$ cat src/rtl/imem_loader.sv
// Serial boot loader: frames a UART byte stream into 32-bit words and writes instruction memory.
// Optional trailing checksum byte is enabled by defining IMEM_LOADER_CHECKSUM_EN.
module imem_loader #(
  parameter int         ADDR_WIDTH     = 6,
  parameter int         TIMEOUT_CYCLES = 1000000,
  parameter logic [7:0] SYNC_BYTE      = 8'hA5
) (
  input  logic        clk,
  input  logic        reset,
  input  logic [7:0]  rx_data,
  input  logic        rx_valid,
  output logic        mem_we,
  output logic [31:0] mem_addr,
  output logic [31:0] mem_wdata,
  output logic        cpu_hold,
  output logic        busy,
  output logic        done,
  output logic        error
);

  localparam int TW = $clog2(TIMEOUT_CYCLES + 1);
  localparam logic [31:0] DEPTH = 32'd1 << ADDR_WIDTH;
  // timer_q holds (idle cycles - 1), so firing here puts error exactly TIMEOUT_CYCLES after the byte
  localparam logic [TW-1:0] TO_FIRE = TW'((TIMEOUT_CYCLES > 1) ? TIMEOUT_CYCLES - 2 : 0);

  typedef enum logic [1:0] {S_IDLE, S_LEN, S_DATA, S_CSUM} state_t;

  state_t                state_q, state_d;
  logic [ADDR_WIDTH-1:0] word_idx_q, word_idx_d;
  logic [ADDR_WIDTH-1:0] last_idx_q, last_idx_d;
  logic [1:0]            byte_idx_q, byte_idx_d;
  logic [23:0]           shift_q, shift_d;
  logic [TW-1:0]         timer_q, timer_d;
  logic                  mem_we_q, mem_we_d;
  logic [31:0]           mem_addr_q, mem_addr_d;
  logic [31:0]           mem_wdata_q, mem_wdata_d;
  logic                  cpu_hold_q, cpu_hold_d;
  logic                  done_q, done_d;
  logic                  error_q, error_d;
`ifdef IMEM_LOADER_CHECKSUM_EN
  logic [7:0]            sum_q, sum_d;
`endif

  always_comb begin
    state_d     = state_q;
    word_idx_d  = word_idx_q;
    last_idx_d  = last_idx_q;
    byte_idx_d  = byte_idx_q;
    shift_d     = shift_q;
    mem_addr_d  = mem_addr_q;
    mem_wdata_d = mem_wdata_q;
    cpu_hold_d  = cpu_hold_q;
    mem_we_d    = 1'b0;
    done_d      = 1'b0;
    error_d     = 1'b0;
`ifdef IMEM_LOADER_CHECKSUM_EN
    sum_d       = sum_q;
`endif

    if (state_q == S_IDLE || rx_valid) begin
      timer_d = '0;
    end else begin
      timer_d = timer_q + TW'(1);
    end

    if (rx_valid) begin
      case (state_q)
        S_IDLE: begin
          if (rx_data == SYNC_BYTE) begin
            state_d    = S_LEN;
            cpu_hold_d = 1'b1;
            word_idx_d = '0;
            byte_idx_d = '0;
`ifdef IMEM_LOADER_CHECKSUM_EN
            sum_d      = 8'd0;
`endif
          end
        end
        S_LEN: begin
          if (rx_data == 8'd0 || {24'd0, rx_data} > DEPTH) begin
            error_d = 1'b1;
            state_d = S_IDLE;
          end else begin
            last_idx_d = ADDR_WIDTH'(rx_data - 8'd1);
            state_d    = S_DATA;
`ifdef IMEM_LOADER_CHECKSUM_EN
            sum_d      = rx_data;
`endif
          end
        end
        S_DATA: begin
          shift_d    = {shift_q[15:0], rx_data};
          byte_idx_d = byte_idx_q + 2'd1;
`ifdef IMEM_LOADER_CHECKSUM_EN
          sum_d      = sum_q + rx_data;
`endif
          if (byte_idx_q == 2'd3) begin
            mem_we_d    = 1'b1;
            mem_wdata_d = {shift_q, rx_data};
            mem_addr_d  = 32'(word_idx_q) << 2;
            if (word_idx_q == last_idx_q) begin
`ifdef IMEM_LOADER_CHECKSUM_EN
              state_d    = S_CSUM;
`else
              state_d    = S_IDLE;
              done_d     = 1'b1;
              cpu_hold_d = 1'b0;
`endif
            end else begin
              word_idx_d = word_idx_q + ADDR_WIDTH'(1);
            end
          end
        end
`ifdef IMEM_LOADER_CHECKSUM_EN
        S_CSUM: begin
          state_d = S_IDLE;
          if (rx_data == sum_q) begin
            done_d     = 1'b1;
            cpu_hold_d = 1'b0;
          end else begin
            error_d = 1'b1;
          end
        end
`endif
        default: state_d = S_IDLE;
      endcase
    end else if (state_q != S_IDLE && timer_q == TO_FIRE) begin
      error_d = 1'b1;
      state_d = S_IDLE;
    end
  end

  always_ff @(posedge clk or negedge reset) begin
    if (!reset) begin
      state_q     <= S_IDLE;
      word_idx_q  <= '0;
      last_idx_q  <= '0;
      byte_idx_q  <= '0;
      shift_q     <= '0;
      timer_q     <= '0;
      mem_we_q    <= 1'b0;
      mem_addr_q  <= '0;
      mem_wdata_q <= '0;
      cpu_hold_q  <= 1'b0;
      done_q      <= 1'b0;
      error_q     <= 1'b0;
`ifdef IMEM_LOADER_CHECKSUM_EN
      sum_q       <= '0;
`endif
    end else begin
      state_q     <= state_d;
      word_idx_q  <= word_idx_d;
      last_idx_q  <= last_idx_d;
      byte_idx_q  <= byte_idx_d;
      shift_q     <= shift_d;
      timer_q     <= timer_d;
      mem_we_q    <= mem_we_d;
      mem_addr_q  <= mem_addr_d;
      mem_wdata_q <= mem_wdata_d;
      cpu_hold_q  <= cpu_hold_d;
      done_q      <= done_d;
      error_q     <= error_d;
`ifdef IMEM_LOADER_CHECKSUM_EN
      sum_q       <= sum_d;
`endif
    end
  end

  assign mem_we    = mem_we_q;
  assign mem_addr  = mem_addr_q;
  assign mem_wdata = mem_wdata_q;
  assign cpu_hold  = cpu_hold_q;
  assign busy      = (state_q != S_IDLE);
  assign done      = done_q;
  assign error     = error_q;

endmodule

$ cat config.mk
export PLATFORM = sky130hd
export DESIGN_NAME = imem_loader
export DESIGN_NICKNAME = d
export VERILOG_FILES = /design/src/rtl/imem_loader.sv
export SDC_FILE = /design/constraint.sdc
export NUM_CORES = 1
export LEC_CHECK = 0
export ABC_AREA = 1
export BUFFER_PORTS_ARGS = -buffer_cell sky130_fd_sc_hd__buf_2
export CAP_MARGIN = 20
export CORE_MARGIN = 1.5
export CORE_UTILIZATION = 55
export DETAILED_ROUTE_END_ITERATION = 7
export PLACE_DENSITY = 0.78
export SETUP_SLACK_MARGIN = 0.02
export SYNTH_ARGS = -nofsm -noshare
export SYNTH_HDL_FRONTEND = slang
export SYNTH_SLANG_ARGS = --single-unit
export TNS_END_PERCENT = 1
$ cat constraint.sdc
create_clock -name clk -period 2 [get_ports clk]
set_clock_uncertainty 0.05 [all_clocks]
set_input_delay 0.4 -clock clk [delete_from_list [all_inputs] [get_ports clk]]
set_output_delay 0.4 -clock clk [all_outputs]
set_load 0.05 [all_outputs]
# --- Yosys cells after proc, flatten, opt, wreduce, memory -nomap -nowiden ---
# Index checks and enable logic that the tools add are counted.
totals:
  inputBits: 11
  output_inout_bits: 69
  wordCells: 75
  reg_bits: 102
op_classes:
  bitwise: 1
  n_reduce_logical: 15
  n_mux: 29
  n_eq_ne: 13
  order_cmp: 1
  n_addsub: 4
op_table:
  columns: ["op", "count"]
  rows:
  - ["20-bit by 1-bit adder with 20-bit output (second input constant)", 1]
  - ["20-bit equality test (second input constant)", 1]
  - ["20-bit two-way mux", 1]
  - ["6-bit two-way mux", 3]
  - ["1-bit two-way mux", 14]
  - ["2-bit two-way mux", 7]
  - ["6-bit case mux with 2 select lines", 1]
  - ["5-bit AND reduction", 2]
  - ["3-bit AND reduction", 3]
  - ["8-bit equality test (second input constant)", 1]
  - ["8-bit by 7-bit > comparator with 1-bit output (second input constant)", 1]
  - ["8-bit zero test", 1]
  - ["6-bit by 1-bit adder with 6-bit output (second input constant)", 1]
  - ["6-bit equality test", 1]
  - ["2-bit inequality test (second input constant)", 3]
  - ["3-bit inequality test (second input constant)", 2]
  - ["2-bit case mux with 3 select lines", 1]
  - ["2-bit nonzero test", 3]
  - ["6-bit by 1-bit subtractor with 6-bit output (second input constant)", 1]
  - ["2-bit equality test (second input constant)", 2]
  - ["2-bit case mux with 2 select lines", 1]
  - ["4-bit AND reduction", 1]
  - ["3-bit by 2-bit inequality test with 1-bit output (second input constant)", 1]
  - ["2-bit by 1-bit adder with 2-bit output (second input constant)", 1]
  - ["other kinds (8)", 9]

# --- Logic depth before layout (Yosys ltp) ---
# Gate-level depths: netlist of the first run.
depth:
  depth_word: 5
  ltp_mapped: 10
  ltp_nobuf: 10

# --- Worst setup path before layout of the first run ---
# Ideal clock, no wire load.
synth_timing:
  kind: "register to register"
  start: "register state_q[1]"
  end: "register timer_q[11]"
  setup_ps: 88
  t_required_ps: 1862
  path_stages_with_launch: 8
  period_less_slack_ps: 1691
  slack_ps: 309
  arrival_time_ps: 1552
  cell_sequence: "dfrtp_1 > inv_2 > nand2_1 > inv_2 > nor2_4 > inv_1 > buf_2 > nor3b_1"
synth_between:
  elab_chain_cells: 3
synth_lines:
  columns: ["item", "line_no", "rtl"]
  rows:
  - ["start: declaration", "28", "state_t state_q, state_d;"]
  - ["start signal: assignment", "151", "state_q <= state_d;"]
  - ["2-bit zero test", "60", "if (state_q == S_IDLE || rx_valid) begin"]
  - ["1-bit logical OR", "60", null]
  - ["20-bit two-way mux", "60", null]
  - ["via timer_d[11]", "33", "logic [TW-1:0] timer_q, timer_d;"]
  - ["end signal: assignment", "156", "timer_q <= timer_d;"]
  - ["end: declaration", "33", null]
# The timed path passes the listed nets, and every way through them passes these cells.
# A chain may end at the register's enable or synchronous reset.

# --- Final worst setup path of the first run ---
layout_timing:
  start: "register state_q[1]"
  end: "output busy"
layout_between:
  elab_chain_cells: 1
layout_lines:
  columns: ["item", "line_no", "rtl"]
  rows:
  - ["2-bit nonzero test", "173", "assign busy = (state_q != S_IDLE);"]
  - ["end: declaration", "16", "output logic busy,"]
# No other way between the ends.

==> results of run 1 <==
[layout make-up]
class	count	area [sq um]	area share [%]
clock inverters	6	57.6	1.07
inverters	72	270	5.01
repair buffers	61	355	6.59
flip-flops and latches	102	2550	47.3
multi-input cells	375	1890	35.1
clock buffers	10	128	2.37
well taps	108	135	2.51
[path summary, 6_finish.rpt]
path,slack [ps],startpoint,depth (start not counted),endpoint
setup / recovery,210,state_q[1],3,busy
min in group asynchronous,450,reset,2,mem_wdata[24]
setup reg to reg,330,state_q[0],8,mem_addr[5]
max in group asynchronous,850,reset,3,state_q[1]
hold / removal,210,rx_data[0],2,last_idx_q[0]
hold reg to reg,430,mem_wdata[7],2,mem_wdata[7]
[stage by stage]
step	area [sq um]	std cells	total power [uW]	hold WS, ps	setup WS (ps)
floorplan	5020	590	4050	54.4	309
global placement	5190	717	4350	314	49.1
detailed placement	5190	717	4410	324	-31.4
CTS	5390	734	5680	205	202
global route	5390	734	5990	215	94.6
finish	5390	734	5630	214	214
[registers in the layout, summed over array words and instances (netlist names)]
name	flops
mem_wdata	32
shift_q	24
timer_q	20
last_idx_q	6
mem_addr	6
word_idx_q	6
byte_idx_q	2
state_q	2
cpu_hold	1
done	1
error	1
mem_we	1
[power breakdown]
group | internal [uW] | switching [uW]
Combinational | 406 | 1230
Sequential | 2500 | 233
Clock | 490 | 780
[cell usage after synthesis (all sizes together)]
| cell type | instances |
|---|---|
| a211oi | 1 |
| o21a | 1 |
| o21ai | 74 |
| buf | 36 |
| nor3b | 3 |
| nand2 | 144 |
| conb | 1 |
| xnor2 | 2 |
| nor2 | 51 |
| mux2i | 1 |
| nand4 | 6 |
| nand3 | 29 |
| inv | 72 |
| a31oi | 1 |
| nor3 | 9 |
| dfrtp | 102 |
| xor2 | 11 |
| ha | 6 |
| clkbuf | 5 |
| a21oi | 10 |
[metal layers]
| metal | GRT usage (%) | wire (um) |
|---|---|---|
| met2 | 33.1 | 4330 |
| met3 | 4.39 | 494 |
| met1 | 29.8 | 4350 |
| met5 | 0 | 13 |
| met4 | 6.04 | 121 |
[kinds of logic (layout without fill, tap and decap cells)]
group                    Yosys count  after routing
other                              1             26
AO/OA/AOI/OAI                     87             87
XOR/XNOR                          13             13
adder cells (fa/ha/maj)            6              6
buffers and inverters            113            149
multiplexers                       1              1
flip-flops                       102            102
AND/OR/NAND/NOR                  242            242
[timing repair]
action                                 CTS  global route
gates resized for setup                  0             1
hold buffers                             1             0
endpoints found under the hold margin   30             0
setup endpoints to repair                0             1
==> metrics.txt, run 1 <==
fillcell total=761; height of the die=97.7 um; diode count=0; DR pass1 iterations=4; Synth top area share=51.8%; power per standard cell area=1040 mW/mm^2; HPWL after DPL=6630 um; CP Capture Type=output pin; htree depth=3; setup TNS=0 ps; routed vias/inst=4.95; WP buf/inv=2; Syn Inst Count=565; grt ovf=0; number of global-route vias before repair=3437; Routed WL per cell=12.7 um; first-pass GRT wire length=16300 um; CP cell instances=inv_2 -> nand2_1 -> buf_2; I/O Buffers=53; chip width=97.7 um; vias after detailed routing=3633; IO Pins=80; CP max-delay cell=dfrtp_1; Layout Nets=638; # Post-CTS Setup Buffers=0; initial antenna violation count=1; post-synthesis xor/xnor area fraction=2.31%; HP Class=in2reg; layout cells sized above 1=18.8%; Avg Cell Area, Syn=8.72 sq um; simple logic cell fraction of the synthesized area=21.0%; Period Utilization, post-route=89.3%; RSZ-0062 raised after global routing=no; final core occ=61.8%; post-synthesis sequential area ratio=51.8%; final setup vio count=0; Skew-Pair Late Insertion Delay=380 ps; Synth area leaders=dfrtp_1 (52%), nand2_1 (11%), inv_1 (5.1%); FF+latch count, synth=102; first-iteration detailed-routing DRC count=125; Final Hold Vio Count=0; P_leak=0.00280 uW; mux cell area share after synthesis=0.203%; Num CTS Buffers=9; peak supply drop=0.596 mV; area grow syn2layout=9.42%; Synth cell types=31; Clock Tree Buf Depth=2; commonest non-fill, non-tap cell in the layout=nand2_1; Compound-Gate Fraction of Synth Area=11.3%; top cell type by total area after synthesis=dfrtp_1; TritonCTS clock tree=yes; Worst EP arrival=1340 ps; Total GRT Usage=21.1%; status=finished clean; Initial Utilization=56.5%; Final Critical Period=1790 ps; TritonCTS Sinks=102; Std-Cell Rows=34; FMAX=0.560 GHz; delay of the slowest cell on the worst path=420 ps; YS warnings=0; placer congestion estimate=0.881; CP Data Required Time=1550 ps; WL final=9310 um; CP Max Fanout=4; Netlist Area Pre-Place=0.00493 sq mm; core area=0.00872 sq mm; die area=0.00954 sq mm; antenna-violating nets left=0; Reg clk slew, reported paths=90 ps; crit start category=flip-flop; largest family of logic cells by synthesized area=simple AND/OR/NAND/NOR gates; commonest non-fill, non-tap cells in the layout=nand2_1 (142), dfrtp_1 (102), inv_1 (67); MaxCap Viol Count=0; Top delay family on crit path=flip-flops; largest net degree at the start of global routing=59; crit path kind=reg2out; root buffer selected by CTS=clkbuf_8; Adder-Cell Fraction of Synth Area=1.52%; fin. max-slew vios=0; DRC=0
Power figures use the tool's default switching activity.
==> run 2, diff against run 1 <==
- REMOVE_ABC_BUFFERS: not set -> 1
==> metrics.txt, run 2 (synthesized netlist as in run 1, its figures left out) <==
CP Data Required Time=1550 ps (about the same); chip width=97.7 um (unchanged); final setup vio count=0 (unchanged); die area=0.00954 sq mm (unchanged); # Post-CTS Setup Buffers=0 (unchanged); crit path kind=reg2out (unchanged); I/O Buffers=53 (unchanged); Worst EP arrival=1350 ps (was 1340 ps); Pwr Total=5580 uW (was 5630 uW); peak supply drop=0.519 mV (was 0.596 mV); commonest non-fill, non-tap cell in the layout=nand2_1 (unchanged); core area=0.00872 sq mm (unchanged); final instance area=0.00541 sq mm (was 0.00539 sq mm); diode count=0 (unchanged); status=finished clean (unchanged); Cells after DPL=717 (unchanged); routed vias/inst=5.00 (was 4.95); height of the die=97.7 um (unchanged); first-pass GRT wire length=16100 um (was 16300 um); number of global-route vias before repair=3637 (was 3437); PostCTS Resize Cnt=0 (unchanged); Layout Nets=638 (unchanged); Final Hold Vio Count=0 (unchanged); largest net degree at the start of global routing=53 (was 59); Worst R2R Setup Slack=270 ps (was 330 ps); antenna-violating nets left=0 (unchanged); Period Utilization, post-route=89.8% (was 89.3%); Total GRT Usage=20.8% (was 21.1%); area grow syn2layout=9.72% (was 9.42%); Routed WL per cell=12.7 um (about the same); placer congestion estimate=0.885 (was 0.881); MaxCap Viol Count=0 (unchanged); WL final=9290 um (was 9310 um); fin. max-slew vios=0 (unchanged); HP Class=in2reg (unchanged); Cell Area, Placed=0.00522 sq mm (was 0.00519 sq mm); HPWL after DPL=6970 um (was 6630 um); commonest non-fill, non-tap cells in the layout=nand2_1 (142), dfrtp_1 (102), inv_1 (67) (unchanged); CP Max Fanout=4 (unchanged); grt ovf=0 (unchanged); first-iteration detailed-routing DRC count=135 (was 125); DR pass1 iterations=4 (unchanged); IO Pins=80 (unchanged); max reg flops=32 (unchanged); power per standard cell area=1030 mW/mm^2 (was 1040 mW/mm^2); htree depth=3 (unchanged); tightest hold margin=238 ps (was 214 ps); crit start category=flip-flop (unchanged); Num CTS Buffers=9 (unchanged); vias after detailed routing=3668 (was 3633); RSZ-0062 raised after global routing=no (unchanged); initial antenna violation count=0 (was 1); P_leak=0.00281 uW (was 0.00280 uW); TritonCTS Sinks=102 (unchanged); Reg clk slew, reported paths=100 ps (was 90 ps); Clock Tree Buf Depth=2 (unchanged); Skew-Pair Late Insertion Delay=360 ps (was 380 ps); DRC=0 (unchanged); CP Capture Type=output pin (unchanged); final core occ=62.0% (was 61.8%); final non-filler cell total=733 (was 734); Std-Cell Rows=34 (unchanged); FMAX=0.557 GHz (was 0.560 GHz); layout cells sized above 1=18.7% (was 18.8%); Final Critical Period=1800 ps (was 1790 ps); Initial Utilization=56.5% (unchanged); TritonCTS clock tree=yes (unchanged); root buffer selected by CTS=clkbuf_8 (unchanged)
-- run 2: changes by cell type in the layout (fill, tap and decap cells not counted), sizes merged --
cell / previous run / this run
clkbuf: 10 / 9
clkinv: 0 / 2
clkinvlp: 0 / 1
inv: 78 / 75
-- run 2: timing repair --
item                                    CTS  global route
hold buffers                              1             0
hold endpoints to repair                 34             0
endpoints found under the setup margin    0             0
-- run 2: metrics by stage --
stage	setup TNS, ps	setup WS [ps]
global placement	0	45.2
global route	0	58.1
floorplan	-517	-17.8
CTS	0	202
finish	0	204
detailed placement	-880	-165
-- run 2: per-layer routing --
layer	wire, um	GRT usage, %	vias up	share of wire (%)
met5	0	0	-	0
met4	186	6.59	0	2.0
met3	387	4.75	20	4.2
met2	4470	34.9	95	48
met1	4240	26.8	1712	46
li1	-	-	1841	-
-- run 2: area by class of cell --
cell class	count	area, sq um
Clock buffer	9	124
Clock inverter	6	53.8
Fill cell	726	3310
Inverter	72	270
Multi-Input combinational cell	375	1890
Sequential cell	102	2550
Tap cell	108	135
Timing Repair Buffer	61	380
-- run 2: worst max-delay path: stages (launching register included) --
cell     delay, ps
dfrtp_1        420
inv_2          150
nand2_1        160
buf_2          250
-- run 2: worst paths after layout --
path	depth (start not counted)	endpoint	startpoint
setup / recovery	3	busy	state_q[1]
hold / removal	3	shift_q[6]	rx_data[6]
setup reg to reg	7	timer_q[12]	timer_q[1]
hold reg to reg	2	mem_addr[3]	mem_addr[3]
max in group asynchronous	3	word_idx_q[5]	reset
min in group asynchronous	2	shift_q[19]	reset
-- run 2: where the power goes --
part           internal, uW  switching (uW)  total (uW)
Sequential             2500             238        2730
Combinational           404            1240        1650
Clock                   468             730        1200
Total                  3370            2210        5580
